===== config.mk =====
export PLATFORM = sky130hd
export DESIGN_NAME = piggy_report_sched
export DESIGN_NICKNAME = d
export VERILOG_FILES = /design/src/rtl/piggy_pkg.sv /design/src/rtl/piggy_frame_mux.sv /design/src/rtl/piggy_report_sched.sv
export SDC_FILE = /design/constraint.sdc
export NUM_CORES = 1
export LEC_CHECK = 0
export BUFFER_PORTS_ARGS = -buffer_cell sky130_fd_sc_hd__buf_2
export CORE_ASPECT_RATIO = 0.9
export CORE_MARGIN = 3
export CORE_UTILIZATION = 45
export CTS_CLUSTER_DIAMETER = 30
export DETAILED_ROUTE_END_ITERATION = 10
export PLACE_DENSITY = 0.7
export SLEW_MARGIN = 20
export SYNTH_ARGS = -nofsm -noshare
export SYNTH_HDL_FRONTEND = slang
export SYNTH_SLANG_ARGS = --single-unit

===== constraint.sdc =====
create_clock -name clk -period 2.4 [get_ports clk]
set_input_delay 0.48 -clock clk [delete_from_list [all_inputs] [get_ports clk]]
set_output_delay 0.48 -clock clk [all_outputs]
set_load 0.03 [all_outputs]

===== src/rtl/piggy_pkg.sv =====
// piggy_pkg: shared states, frame constants and hex helper for the piggy-bank report scheduler
// Build option: PIGGY_CHECKSUM_EN adds "*HH" before CRLF (24-byte frame instead of 21).
package piggy_pkg;
  typedef enum logic [2:0] {S_IDLE, S_LOAD, S_SEND, S_WAIT, S_GAP} state_e;
  localparam logic [7:0] TAG_TEN  = 8'h54;
  localparam logic [7:0] TAG_FIVE = 8'h46;
  localparam logic [7:0] TAG_TWO  = 8'h57;
  localparam logic [7:0] TAG_ONE  = 8'h4F;
  localparam logic [7:0] SP   = 8'h20;
  localparam logic [7:0] CR   = 8'h0D;
  localparam logic [7:0] LF   = 8'h0A;
  localparam logic [7:0] STAR = 8'h2A;
  localparam int FRAME_LEN_BASE = 21;
  localparam int FRAME_LEN_CK   = 24;
  function automatic logic [7:0] hex_char(input logic [3:0] n);
    return (n < 4'd10) ? 8'h30 + {4'h0, n} : 8'h37 + {4'h0, n};
  endfunction
endpackage


===== src/rtl/piggy_frame_mux.sv =====
// piggy_frame_mux: selects the frame byte at idx from the amount snapshot (and checksum)
// Ports: idx (byte index), snap (4 x 3 ASCII digits), ck (checksum, only with
// PIGGY_CHECKSUM_EN), tx_byte_next (selected byte, 0x00 past the last byte).
module piggy_frame_mux
  import piggy_pkg::*;
(
  input  logic [4:0]  idx,
`ifdef PIGGY_CHECKSUM_EN
  input  logic [7:0]  ck,
`endif
  input  logic [95:0] snap,
  output logic [7:0]  tx_byte_next
);
  localparam logic [31:0] TAGS = {TAG_TEN, TAG_FIVE, TAG_TWO, TAG_ONE};
  logic [7:0] f [32];
  // Four groups of tag, three digits, space; the trailer overwrites the fourth space.
  always_comb begin
    for (int i = 0; i < 32; i++) f[i] = 8'h00;
    for (int i = 0; i < 4; i++) begin
      f[5*i] = TAGS[31-8*i -: 8];
      for (int j = 0; j < 3; j++) f[5*i+1+j] = snap[95-24*i-8*j -: 8];
      f[5*i+4] = SP;
    end
`ifdef PIGGY_CHECKSUM_EN
    f[19] = STAR;
    f[20] = hex_char(ck[7:4]);
    f[21] = hex_char(ck[3:0]);
    f[22] = CR;
    f[23] = LF;
`else
    f[19] = CR;
    f[20] = LF;
`endif
    tx_byte_next = f[idx];
  end
endmodule


===== src/rtl/piggy_report_sched.sv =====
// piggy_report_sched: coalesces change/report triggers and streams one text frame per report to a UART TX
// Inputs: change_in/report_req triggers, amt_ascii snapshot source, tx_active/tx_done UART handshake.
// Outputs (all registered): tx_dv/tx_byte to UART, busy, frame_done pulse, sticky tx_err.
// Build option: PIGGY_CHECKSUM_EN appends "*HH" (XOR of bytes 0..18) before CRLF.
module piggy_report_sched
  import piggy_pkg::*;
#(
  parameter int GAP_CYCLES = 1000,
  parameter int TX_TIMEOUT = 100000
) (
  input  logic        clk,
  input  logic        rst_n,
  input  logic [3:0]  change_in,
  input  logic        report_req,
  input  logic [95:0] amt_ascii,
  input  logic        tx_active,
  input  logic        tx_done,
  output logic        tx_dv,
  output logic [7:0]  tx_byte,
  output logic        busy,
  output logic        frame_done,
  output logic        tx_err
);
`ifdef PIGGY_CHECKSUM_EN
  localparam int FRAME_LEN = FRAME_LEN_CK;
`else
  localparam int FRAME_LEN = FRAME_LEN_BASE;
`endif
  localparam logic [4:0] LAST = 5'(FRAME_LEN - 1);
  state_e state_q, state_d;
  logic pending_q, pending_d, fire;
  logic [95:0] snap_q, snap_d;
  logic [4:0] idx_q, idx_d;
  logic [31:0] tmo_q, tmo_d, gap_q, gap_d;
  logic tx_dv_d, busy_d, frame_done_d, tx_err_d;
  logic [7:0] tx_byte_d, byte_nxt;
`ifdef PIGGY_CHECKSUM_EN
  logic [7:0] ck;
  // Tags and the three separating spaces are constant; only the 12 digits vary.
  always_comb begin
    ck = TAG_TEN ^ TAG_FIVE ^ TAG_TWO ^ TAG_ONE ^ SP;
    for (int i = 0; i < 12; i++) ck ^= snap_q[8*i +: 8];
  end
`endif
  // idx_d lets LOAD issue byte 0 (a constant tag) in the same cycle it snapshots.
  piggy_frame_mux u_mux (
    .idx          (idx_d),
`ifdef PIGGY_CHECKSUM_EN
    .ck           (ck),
`endif
    .snap         (snap_q),
    .tx_byte_next (byte_nxt)
  );
  always_comb begin
    state_d      = state_q;
    pending_d    = |change_in | report_req | (pending_q & (state_q != S_LOAD));
    snap_d       = snap_q;
    idx_d        = idx_q;
    tmo_d        = tmo_q;
    gap_d        = gap_q;
    tx_byte_d    = tx_byte_q_w();
    tx_dv_d      = 1'b0;
    frame_done_d = 1'b0;
    tx_err_d     = tx_err;
    fire         = 1'b0;
    case (state_q)
      S_IDLE: state_d = pending_q ? S_LOAD : S_IDLE;
      S_LOAD: begin
        snap_d  = amt_ascii;
        idx_d   = 5'd0;
        state_d = S_SEND;
        fire    = !tx_active;
      end
      S_SEND: fire = !tx_active;
      S_WAIT: begin
        if (tx_done) begin
          frame_done_d = (idx_q == LAST);
          idx_d        = (idx_q == LAST) ? idx_q : idx_q + 5'd1;
          gap_d        = 32'd0;
          state_d      = (idx_q == LAST) ? S_GAP : S_SEND;
        end else if (tmo_q >= 32'(TX_TIMEOUT - 1)) begin
          tx_err_d = 1'b1;
          gap_d    = 32'd0;
          state_d  = S_GAP;
        end else tmo_d = tmo_q + 32'd1;
      end
      S_GAP: begin
        state_d = (gap_q >= 32'(GAP_CYCLES - 1)) ? S_IDLE : S_GAP;
        gap_d   = (gap_q >= 32'(GAP_CYCLES - 1)) ? gap_q : gap_q + 32'd1;
      end
      default: state_d = S_IDLE;
    endcase
    if (fire) begin
      tx_dv_d   = 1'b1;
      tx_byte_d = byte_nxt;
      tmo_d     = 32'd0;
      state_d   = S_WAIT;
    end
    busy_d = (state_d != S_IDLE);
  end
  function automatic logic [7:0] tx_byte_q_w();
    return tx_byte;
  endfunction
  always_ff @(posedge clk or negedge rst_n) begin
    if (!rst_n) begin
      state_q    <= S_IDLE;
      pending_q  <= 1'b0;
      snap_q     <= '0;
      idx_q      <= '0;
      tmo_q      <= '0;
      gap_q      <= '0;
      tx_dv      <= 1'b0;
      tx_byte    <= 8'h00;
      busy       <= 1'b0;
      frame_done <= 1'b0;
      tx_err     <= 1'b0;
    end else begin
      state_q    <= state_d;
      pending_q  <= pending_d;
      snap_q     <= snap_d;
      idx_q      <= idx_d;
      tmo_q      <= tmo_d;
      gap_q      <= gap_d;
      tx_dv      <= tx_dv_d;
      tx_byte    <= tx_byte_d;
      busy       <= busy_d;
      frame_done <= frame_done_d;
      tx_err     <= tx_err_d;
    end
  end
endmodule


## After elaboration in Yosys (flattened, before gate mapping)

Cells that the tools add are included.

| word-level totals | value |
|---|---|
| flip-flop bits (word level) | 181 |
| output and inout bits | 12 |
| logic and storage cells | 67 |

| cells by class | value |
|---|---|
| add/sub/neg operators | 3 |
| order comparisons | 3 |
| equality and inequality tests | 10 |
| multiplexer cells | 25 |
| bitwise logic cells | 5 |
| reductions and logical operators | 10 |

Operator list:

| kind | count |
|---|---|
| 32-bit 2-to-1 mux | 7 |
| 32-bit by 1-bit adder with 32-bit output (second input constant) | 2 |
| 32-bit case mux with 2 select lines | 1 |
| 8-bit binary-select mux with 5-bit select | 1 |
| 32-bit by 10-bit >= comparator with 1-bit output (second input constant) | 1 |
| 32-bit by 17-bit >= comparator with 1-bit output (second input constant) | 1 |
| 8-bit 2-to-1 mux | 2 |
| 3-bit 2-to-1 mux | 5 |
| 3-bit case mux with 5 select lines | 1 |
| 5-bit 2-to-1 mux | 2 |
| 5-bit case mux with 2 select lines | 1 |
| 3-bit AND reduction | 3 |
| 3-bit by 2-bit == test with 1-bit output (second input constant) | 2 |
| 6-bit >= comparator (second input constant) | 1 |
| 5-bit NOT with 6-bit output | 1 |
| 5-bit by 1-bit adder with 5-bit output (second input constant) | 1 |
| 5-bit == test (second input constant) | 1 |
| 1-bit 2-to-1 mux | 5 |
| 2-bit != test (second input constant) | 2 |
| 2-bit nonzero test | 2 |
| 4-bit OR reduction | 1 |
| 3-bit by 1-bit == test with 1-bit output (second input constant) | 1 |
| 3-bit == test (second input constant) | 1 |
| 3-bit logical NOT | 1 |
| other kinds (9) | 10 |

## Depth between registers and ports, before layout

Gate-level depths: netlist of the first run.

| depth | value |
|---|---|
| word-level depth | 8 |
| mapped depth | 12 |
| depth with buffers taken out | 10 |

## Modules after synthesis

Synthesis of the first run repeated with hierarchy kept, for this count alone.

| unflattened totals | value |
|---|---|
| cells, all modules | 718 |
| area, all modules | 8350.5 µm² |

By module, submodules not included:

| module | times used | cells an instance | area an instance (µm²) | sequential area each (µm²) |
|---|---|---|---|---|
| piggy_report_sched | 1 | 572 | 7278.2 | 4529.3 |
| piggy_frame_mux | 1 | 146 | 1072.3 | 0.0 |

## Worst setup path before layout of the first run

No wires, ideal clock.

| timing path | value |
|---|---|
| path kind | register -> register |
| start point | register tmo_q[0] |
| end point | register tmo_q[11] |
| library setup time | 0.120 ns |
| data arrival time | 2.237 ns |
| required time | 2.280 ns |
| slack | 0.042 ns |
| cell stages (with the launch flop) | 10 |
| buffers on the path | 1 |
| cells stage by stage | dfrtp_1 ha_1 and3_1 clkbuf_1 a211o_1 a31oi_4 nand3_2 nor4_2 a31oi_1 a41o_1 |

| between the ends | value |
|---|---|
| cells in the longest elaborated chain, start to end | 5 |
| elaborated cells on any way between the ends | 8 |
| classes of those cells | 1 x add/sub; 1 x order compare; 1 x eq/ne; 4 x mux; 1 x reduce/logical |

RTL lines:

| element | RTL line | RTL |
|---|---|---|
| start, declared | piggy_report_sched.sv:34 | `logic [31:0] tmo_q, tmo_d, gap_q, gap_d;` |
| start signal, assigned | piggy_report_sched.sv:122 | `tmo_q <= tmo_d;` |
| 32-bit by 1-bit adder with 32-bit output | piggy_report_sched.sv:85 | `end else tmo_d = tmo_q + 32'd1;` |
| 32-bit 2-to-1 mux | piggy_report_sched.sv:81 | `end else if (tmo_q >= 32'(TX_TIMEOUT - 1)) begin` |
| 32-bit 2-to-1 mux | piggy_report_sched.sv:76 | `if (tx_done) begin` |
| 32-bit 2-to-1 mux | piggy_report_sched.sv:66 | `case (state_q)` |
| 32-bit 2-to-1 mux | piggy_report_sched.sv:93 | `if (fire) begin` |

Several ways; a longest one is shown, not always the timed one. The select of a mux whose other input is x is not followed.
A chain may end at the register's enable or synchronous reset.

## Final worst setup path of the first run

| timing path | value |
|---|---|
| start point | register state_q[2] |
| end point | register tx_byte[3] |

| between the ends | value |
|---|---|
| cells in the longest elaborated chain, start to end | 6 |
| elaborated cells on any way between the ends | 10 |
| classes of those cells | 3 x eq/ne; 5 x mux; 1 x bitwise; 1 x reduce/logical |

RTL lines:

| element | RTL line | RTL |
|---|---|---|
| start, declared | piggy_report_sched.sv:30 | `state_e state_q, state_d;` |
| start signal, assigned | piggy_report_sched.sv:118 | `state_q <= state_d;` |
| 3-bit by 2-bit == test with 1-bit output / 3-bit by 1-bit == test with 1-bit output (equally long branches) | piggy_report_sched.sv:66 |  |
| 5-bit case mux with 2 select lines | piggy_report_sched.sv:66 |  |
| 5-bit NOT with 6-bit output (implied by the code) | piggy_frame_mux.sv:34 | `tx_byte_next = f[idx];` |
| 8-bit binary-select mux with 5-bit select | piggy_frame_mux.sv:34 |  |
| 8-bit 2-to-1 mux (implied by the code) (2 in a row) | piggy_frame_mux.sv:34 |  |
| end signal, assigned | piggy_report_sched.sv:125 | `tx_byte <= tx_byte_d;` |
| end, declared | piggy_report_sched.sv:19 | `output logic [7:0] tx_byte,` |

Several ways; a longest one is shown, not always the timed one. The select of a mux whose other input is x is not followed.

==> results by group, run 1 <==
Status
  – Status: complete, no violations

Setup path
  – Data required time of the worst path: 2710 ps
  – Crit Path Category: register to register
  – Critical Path Start Type: register
  – Critical Path AT: around 2600 ps
  – Crit path max fanout: 8
  – Worst Setup End Kind: register

Global routing
  – Vias in the first global route: about 6.1k
  – GRT Total Usage: around 20%
  – First-pass GRT wire length: 31,310 um
  – Initial antenna violation count: 0
  – Largest net degree at the start of global routing: 97
  – GRT overflow: 0

Power and ir drop
  – Net Sw Frac: between 20% and 30%
  – Post-layout power: about 0.006 W
  – Clk pwr share: between 40% and 50%
  – Int Pwr: between 0.004 and 0.005 W
  – Comb power frac: ~2.8%
  – Sw Pwr: ~0.0013 W
  – Pwr/cell area: just under 600 mW/mm^2
  – Sequential Power Share: 50.9%
  – Leakage power: 4.901 nW
  – VDD IR-drop max: approximately 450 uV

Cells and area
  – Post-layout util: approximately 57%
  – P&R area growth vs syn: 23.90%
  – Ratio of cells with drive above 1 in the final layout: 37.99%
  – Final Cell Area: between 0.01 and 0.015 mm^2
  – FILL cells: between 1.5k and 2k
  – Multi-input gate area: 0.003541 mm^2
  – Number of inserted diodes: 0
  – Fin nets: about 960
  – Sequential cell area: about 0.0045 mm^2

CTS
  – TritonCTS clock tree: yes
  – CTS root buf: clkbuf_16
  – CTS H-Tree Depth: 4
  – CTS Sinks: 181
  – TritonCTS buffer count: 17
  – Clk_lat worst skew: 430 ps
  – Clock Pin Slew Worst Setup and Hold Paths: around 60 ps
  – Max Root-Sink Buffers: 2

Yosys
  – Flops & latches, synth: approximately 180
  – Synth top cells by count: dfrtp_1 (181), mux2_2 (99), nand2_1 (42), o21ai_0 (36), nand3_1 (34)
  – Warnings from Yosys: 0
  – Cells after Synth: just over 700
  – Register area share after synthesis: between 50% and 60%
  – Mapped Nets: between 800 and 900
  – Count leader, synth: dfrtp_1
  – Post-Syn Area: between 0.008 and 0.009 mm^2
  – Ys async rst share: between 90% and 100%
  – Cell taking the most area after synthesis: dfrtp_1
  – Primary FF master, synth: dfrtp_1
  – Synth cell types: 58
  – Dominant cells by area after synthesis: dfrtp_1 (56%), mux2_2 (14%), o21ai_0 (2.2%)
  – Mean area per synthesized cell: 11.45 um^2
  – Yosys top cell area share: a little under three fifths
  – EDFF count, synth: 0

Flow run
  – Max Cap Violations: 0

Die
  – Die W: 147.9 um
  – Die Height: between 100 and 150 um
  – IO Pins: 117
  – Die area: about 0.020 mm^2
  – Area of the core: approximately 0.018 mm^2
  – Initial Utilization: 46.01%
  – # rows: 46

Detailed routing
  – Iter 0 DRT Violations: 385
  – ANT nets after route: 0
  – Routed WL: between 15,000 and 20,000 um
  – DR pass1 iterations: 4
  – Vias/cell: about 5.4
  – Routed vias: 6,014
  – WL/cell: ~17 um
  – Drt drc: 0

Place
  – Port buffer count: between 100 and 150
  – GPL Wtd Cong: a little over 0.8
  – HPWL Detailed: around 13,000 um
  – Placed Instance Area: just over 0.009 mm^2

STA
  – Relative slew margins: between 50 and 60%
  – Skew final: 11.61 ps
  – Fin. Hold Viols: 0
  – Worst-Margin Slew: about 600 ps
  – Final setup vio count: 0
  – Fmax: approximately 430 MHz
  – Fin crit period: around 2300 ps
  – Final slew viol count: 0
  – Fin crit share: a little over nine tenths

Min path
  – Hold crit path type: primary input to register
-- layout by cell type (no fill, tap or decap), types with 5 or more instances in the layout --
master,n
dfrtp_1,180
buf_2,115
mux2_2,99
nand2_1,42
buf_4,39
nand3_1,34
o21ai_0,32
nor2_1,28
nor2b_1,24
a21oi_1,22
nor3_1,19
and2_1,18
clkbuf_16,18
nand4_1,14
inv_1,11
xnor2_1,11
mux2i_1,10
nor4_1,9
or3_1,8
and3_1,8
buf_12,7
clkinvlp_4,6
a31oi_1,5
xor2_1,5
nor4_4,5
o21ai_1,5
-- path summary, 6_finish.rpt --
check | end | startpoint | slack [ps] | depth (start not counted)
hold / removal | pending_q | report_req | 240 | 2
setup reg to reg | tx_byte[3] | state_q[2] | 80 | 8
max in group asynchronous | snap_q[15] | rst_n | 1160 | 3
hold reg to reg | tmo_q[20] | tmo_q[20] | 480 | 1
min in group asynchronous | gap_q[22] | rst_n | 540 | 2
setup / recovery | tx_byte[3] | state_q[2] | 80 | 8
-- stage by stage --
step           std cells  TNS [ps]  hold slack, ps  setup slack [ps]
2_1_floorplan        712         0           184.4             42.43
6_report            1106         0           240.9             81.15
3_5_place_dp        1071    -477.2           430.7            -152.4
4_1_cts             1103         0           220.7             3.092
5_1_grt             1106    -40.61           232.0            -32.99
3_3_place_gp        1071    -281.2           427.4            -93.34
-- kinds of logic (layout without fill, tap and decap cells) --
group / after synthesis / count (layout) / share of synthesized area [%]
buffers and inverters: 58 / 212 / 2.915
AOI/OAI and AO/OA: 109 / 109 / 8.745
xor gates and xnor gates: 16 / 16 / 1.718
and+or+nand+nor: 234 / 234 / 15.45
muxes: 110 / 110 / 15.02
DFF: 181 / 181 / 55.54
adders and majority gates: 4 / 4 / 0.6137
-- registers in the layout, indices dropped and copies added (netlist names), 3 cells and up --
| name | count |
|---|---|
| snap_q | 96 |
| gap_q | 32 |
| tmo_q | 32 |
| tx_byte | 8 |
| idx_q | 5 |
| state_q | 3 |
-- power groups by stage --
stage	sequential [W]	clock, W	combinational (W)
floorplan	0.00311	0	0.00000602
global placement	0.00311	0	0.000171
detailed placement	0.00311	0	0.000172
CTS	0.00305	0.00283	0.000174
global route	0.00305	0.00296	0.000191
finish	0.00305	0.00277	0.000168
-- per-layer routing --
| metal | track usage [%] | vias up | share of wire [%] |
|---|---|---|---|
| met4 | 6.978 | 0 | 2.3 |
| met5 | 0 | - | 0 |
| met2 | 31.13 | 163 | 47 |
| li1 | - | 2852 | - |
| met3 | 5.442 | 32 | 5.0 |
| met1 | 27.22 | 2967 | 46 |
-- critical path, cell delays in order (launching register included) --
cell and delay (ps):
dfrtp_1 450, and3b_2 310, and3_1 250, nor2_4 70, inv_4 140, mux2_2 370, a22oi_1 220, o221ai_1 140
a31o_2 260
-- timing repair --
action                     CTS  global route
hold endpoints to repair    39             0
setup buffers                0             2
gates cloned                 0             1
setup endpoints to repair    5            12
hold buffers                 1             0
pin swaps                    3            10
resized for setup           11            32
-- cell type report --
| type | count | area share, % |
|---|---|---|
| Tap cell | 240 | 2.972 |
| Timing Repair Buffer | 167 | 10.77 |
| Clock buffer | 19 | 4.482 |
| Sequential cell | 181 | 44.84 |
| Clock inverter | 12 | 1.288 |
| Multi-Input combinational cell | 473 | 35.04 |
| Inverter | 14 | 0.6067 |
(Power assumes the default switching activity.)
==> run 2, diff against run 1 <==
--- a/config.mk
+++ b/config.mk
@@ -12,7 +12,7 @@
 export CTS_CLUSTER_DIAMETER = 30
 export DETAILED_ROUTE_END_ITERATION = 10
 export PLACE_DENSITY = 0.7
-export SLEW_MARGIN = 20
 export SYNTH_ARGS = -nofsm -noshare
 export SYNTH_HDL_FRONTEND = slang
+export SYNTH_HIERARCHICAL = 1
 export SYNTH_SLANG_ARGS = --single-unit
==> run 2 against run 1 <==
The run now ends with negative setup slack left. Non-clock buffer count increased by 18. Worst hold slack lost 220 ps. Power is 120% higher. Combinational power grew to 34 times the previous value. Cell area rose by 4.0%. Critical path type unchanged.
==> results by group, run 2 <==
Cells and area
  – Max FFs per register: 96 (unchanged)
  – Number of inserted diodes: 0 (unchanged)
  – Fin nets: 990 (+2.8%)
  – Commonest non-fill, non-tap cell in the layout: dfrtp_1
  – Ratio of cells with drive above 1 in the final layout: 40.83% (+2.8 points)
  – Register with the most flip-flops: snap_q
  – Largest registers: snap_q (96), gap_q (32), tmo_q (32)
  – P&R area growth vs syn: 25.83%
  – Commonest non-fill, non-tap cells in the layout: dfrtp_1 (181), buf_2 (115), mux2_2 (98), buf_4 (52), nand2_1 (45)

CTS
  – TritonCTS buffer count: 17 (unchanged)
  – TritonCTS clock tree: yes
  – CTS Sinks: 181 (unchanged)
  – Max Root-Sink Buffers: 2 (unchanged)
  – Hold bufs inserted after CTS: 0 (-1)
  – CTS root buf: clkbuf_16
  – Clock Pin Slew Worst Setup and Hold Paths: 70 ps (about the same)
  – CTS H-Tree Depth: 4 (unchanged)
  – Clk_lat worst skew: 430 ps (about the same)

Global routing
  – First-pass GRT wire length: 33,130 um (+5.8%)
  – GRT overflow: 0 (unchanged)
  – GRT Total Usage: 20.93% (+0.95 points)
  – Initial antenna violation count: 0 (unchanged)
  – Vias in the first global route: 6,249 (+1.8%)
  – Largest net degree at the start of global routing: 54 (-44%)

Detailed routing
  – Vias/cell: 5.569 (+2.4%)
  – DR pass1 iterations: 4 (unchanged)
  – Iter 0 DRT Violations: 360 (-6.5%)
  – Routed vias: 6,315 (+5.0%)
  – Drt drc: 0 (unchanged)
  – WL/cell: 18.03 um (+3.9%)
  – ANT nets after route: 0 (unchanged)
  – Routed WL: 20,440 um (+6.5%)

Yosys
  – Synth top cells by count: dfrtp_1 (181), mux2_2 (98), nand2_1 (45), and2_1 (37), a21oi_1 (35)
  – Dominant cells by area after synthesis: dfrtp_1 (54%), mux2_2 (13%), and2_1 (2.8%)
  – Yosys top cell area share: 54.24% (-1.3 points)
  – Mean area per synthesized cell: 11.63 um^2 (+1.5%)
  – Post-Syn Area: 0.008351 mm^2 (+2.4%)
  – Mapped Nets: 827 (+0.73%)
  – Warnings from Yosys: 6 (+6)
  – Primary FF master, synth: dfrtp_1
  – Register area share after synthesis: 54.24% (-1.3 points)
  – Ys async rst share: 100.0% (unchanged)
  – Count leader, synth: dfrtp_1
  – Flops & latches, synth: 181 (unchanged)
  – Cells after Synth: 718 (+0.84%)
  – Cell taking the most area after synthesis: dfrtp_1
  – EDFF count, synth: 0 (unchanged)
  – Synth cell types: 69 (+19%)

Die
  – Die area: 0.02023 mm^2 (+2.3%)
  – # rows: 46 (unchanged)
  – Die Height: 135.2 um (+1.1%)
  – Die W: 149.6 um (+1.1%)
  – Initial Utilization: 46.65% (+0.65 points)
  – Area of the core: 0.01790 mm^2 (+0.97%)
  – IO Pins: 117 (unchanged)

Setup path
  – Crit path max fanout: 6 (-2)
  – Critical Path Start Type: register
  – Worst Setup End Kind: register
  – Crit Path Category: register to register
  – Critical Path AT: 2840 ps (+210 ps)
  – Data required time of the worst path: 2720 ps (about the same)

STA
  – Fin crit share: 105.0% (+8.4 points)
  – Final slew viol count: 0 (unchanged)
  – Hold Worst Slack: 18.25 ps (-222.7 ps)
  – Relative slew margins: 60.42% (+0.48 points)
  – Setup total negative slack: -331.0 ps (-331.0 ps)
  – Final worst setup slack: -121.1 ps (-202.2 ps)
  – Fin crit period: 2521 ps (+202.2 ps)
  – Worst-Margin Slew: 592.3 ps (-6.861 ps)
  – Skew final: 9.671 ps (-1.942 ps)
  – Unrepaired setup endpoints after global routing: yes
  – Fmax: 396.7 MHz (-8.0%)
  – Final setup vio count: 5 (+5)
  – Fin. Hold Viols: 0 (unchanged)

Flow run
  – Max Cap Violations: 0 (unchanged)

Place
  – Port buffer count: 116 (unchanged)
  – Setup WS pre-CTS: -187.5 ps (-35.05 ps)
  – GPL Wtd Cong: 0.8865 (+7.4%)
  – HPWL Detailed: 14,540 um (+11%)

Status
  – Status: finished, violations left
  – Failing checks: negative setup slack

Power and ir drop
  – Leakage power: 4.690 nW (-4.3%)
  – Pwr/cell area: 1259 mW/mm^2 (+110%)
  – VDD IR-drop max: 788.3 uV (+76%)

Min path
  – Hold crit path type: primary input to async pin
## run 2: cell type report
type / instances / area [um^2]
clock buffers: 18 / 439.2
clock inverters: 14 / 140.1
fillers: 1431 / 7392
inverters: 19 / 77.57
multi-input cells: 477 / 3715
flip-flops and latches: 181 / 4529
well taps: 240 / 300.3
repair buffers: 185 / 1306
## run 2: final timing paths
path / end / cells past startpoint / slack (ps) / from
worst max-delay path: tx_byte[1] / 14 / -120 / idx_q[0]
worst min-delay path: snap_q[8] / 1 / 20 / rst_n
worst max register to register: tx_byte[1] / 14 / -120 / idx_q[0]
worst min register to register: tx_err / 1 / 460 / tx_err
max in group asynchronous: snap_q[33] / 2 / 1720 / rst_n
min in group clk: pending_q / 3 / 250 / report_req
## run 2: power by group
part | switching (W) | leakage [nW] | internal, W | total (W)
combinational | 0.00278 | 2.13 | 0.00298 | 0.00576
clock | 0.00126 | 0.286 | 0.00149 | 0.00275
sequential | 0.000687 | 2.27 | 0.00404 | 0.00473
total | 0.00472 | 4.69 | 0.00851 | 0.0132
## run 2: layer usage
metal | track usage (%) | wire, um | part of all wire (%)
met3 | 4.082 | 1212 | 5.9
met4 | 5.186 | 170 | 0.83
met1 | 30.66 | 9532 | 47
met5 | 0 | 0 | 0
met2 | 32.34 | 9526 | 47
## run 2: through the flow
| step | std cells | area (um^2) | util (%) | total power (W) |
|---|---|---|---|---|
| after floorplan | 718 | 8354 | - | 0.008012 |
| after global placement | 1088 | 9569 | 53.46 | 0.009625 |
| after detailed placement | 1088 | 9569 | 53.46 | 0.009728 |
| after CTS | 1130 | 10360 | 57.87 | 0.01291 |
| after global routing | 1134 | 10510 | 58.70 | 0.01397 |
| final | 1134 | 10510 | 58.70 | 0.01323 |
## run 2: repair_timing
item | CTS | global route
cloned | 2 | 0
buffers inserted | 8 | 6
pin swaps | 10 | 11
endpoints found under the hold margin | 0 | 0
endpoints found under the setup margin | 8 | 12
resized for setup | 18 | 31
## run 2: worst max-delay path, stage by stage, from the launching register on
cell	delay, ps
dfrtp_1	380
inv_1	60
ha_1	130
and4b_2	270
nand2b_4	150
a21oi_4	60
a21oi_4	130
buf_6	160
buf_12	130
mux2_4	300
a221o_1	290
a21oi_1	140
o31ai_1	90
nand2_1	70
nand2_1	50
## run 2: cells by family after synthesis
kind of cell	count (synthesis)	share of synthesized area, %
adder cells (fa/ha/maj)	4	0.5994
buffers and inverters	60	3.596
flip-flops	181	54.24
multiplexers	119	15.87
AO/OA/AOI/OAI	131	10.83
AND/OR/NAND/NOR	219	14.44
XOR/XNOR	4	0.4196
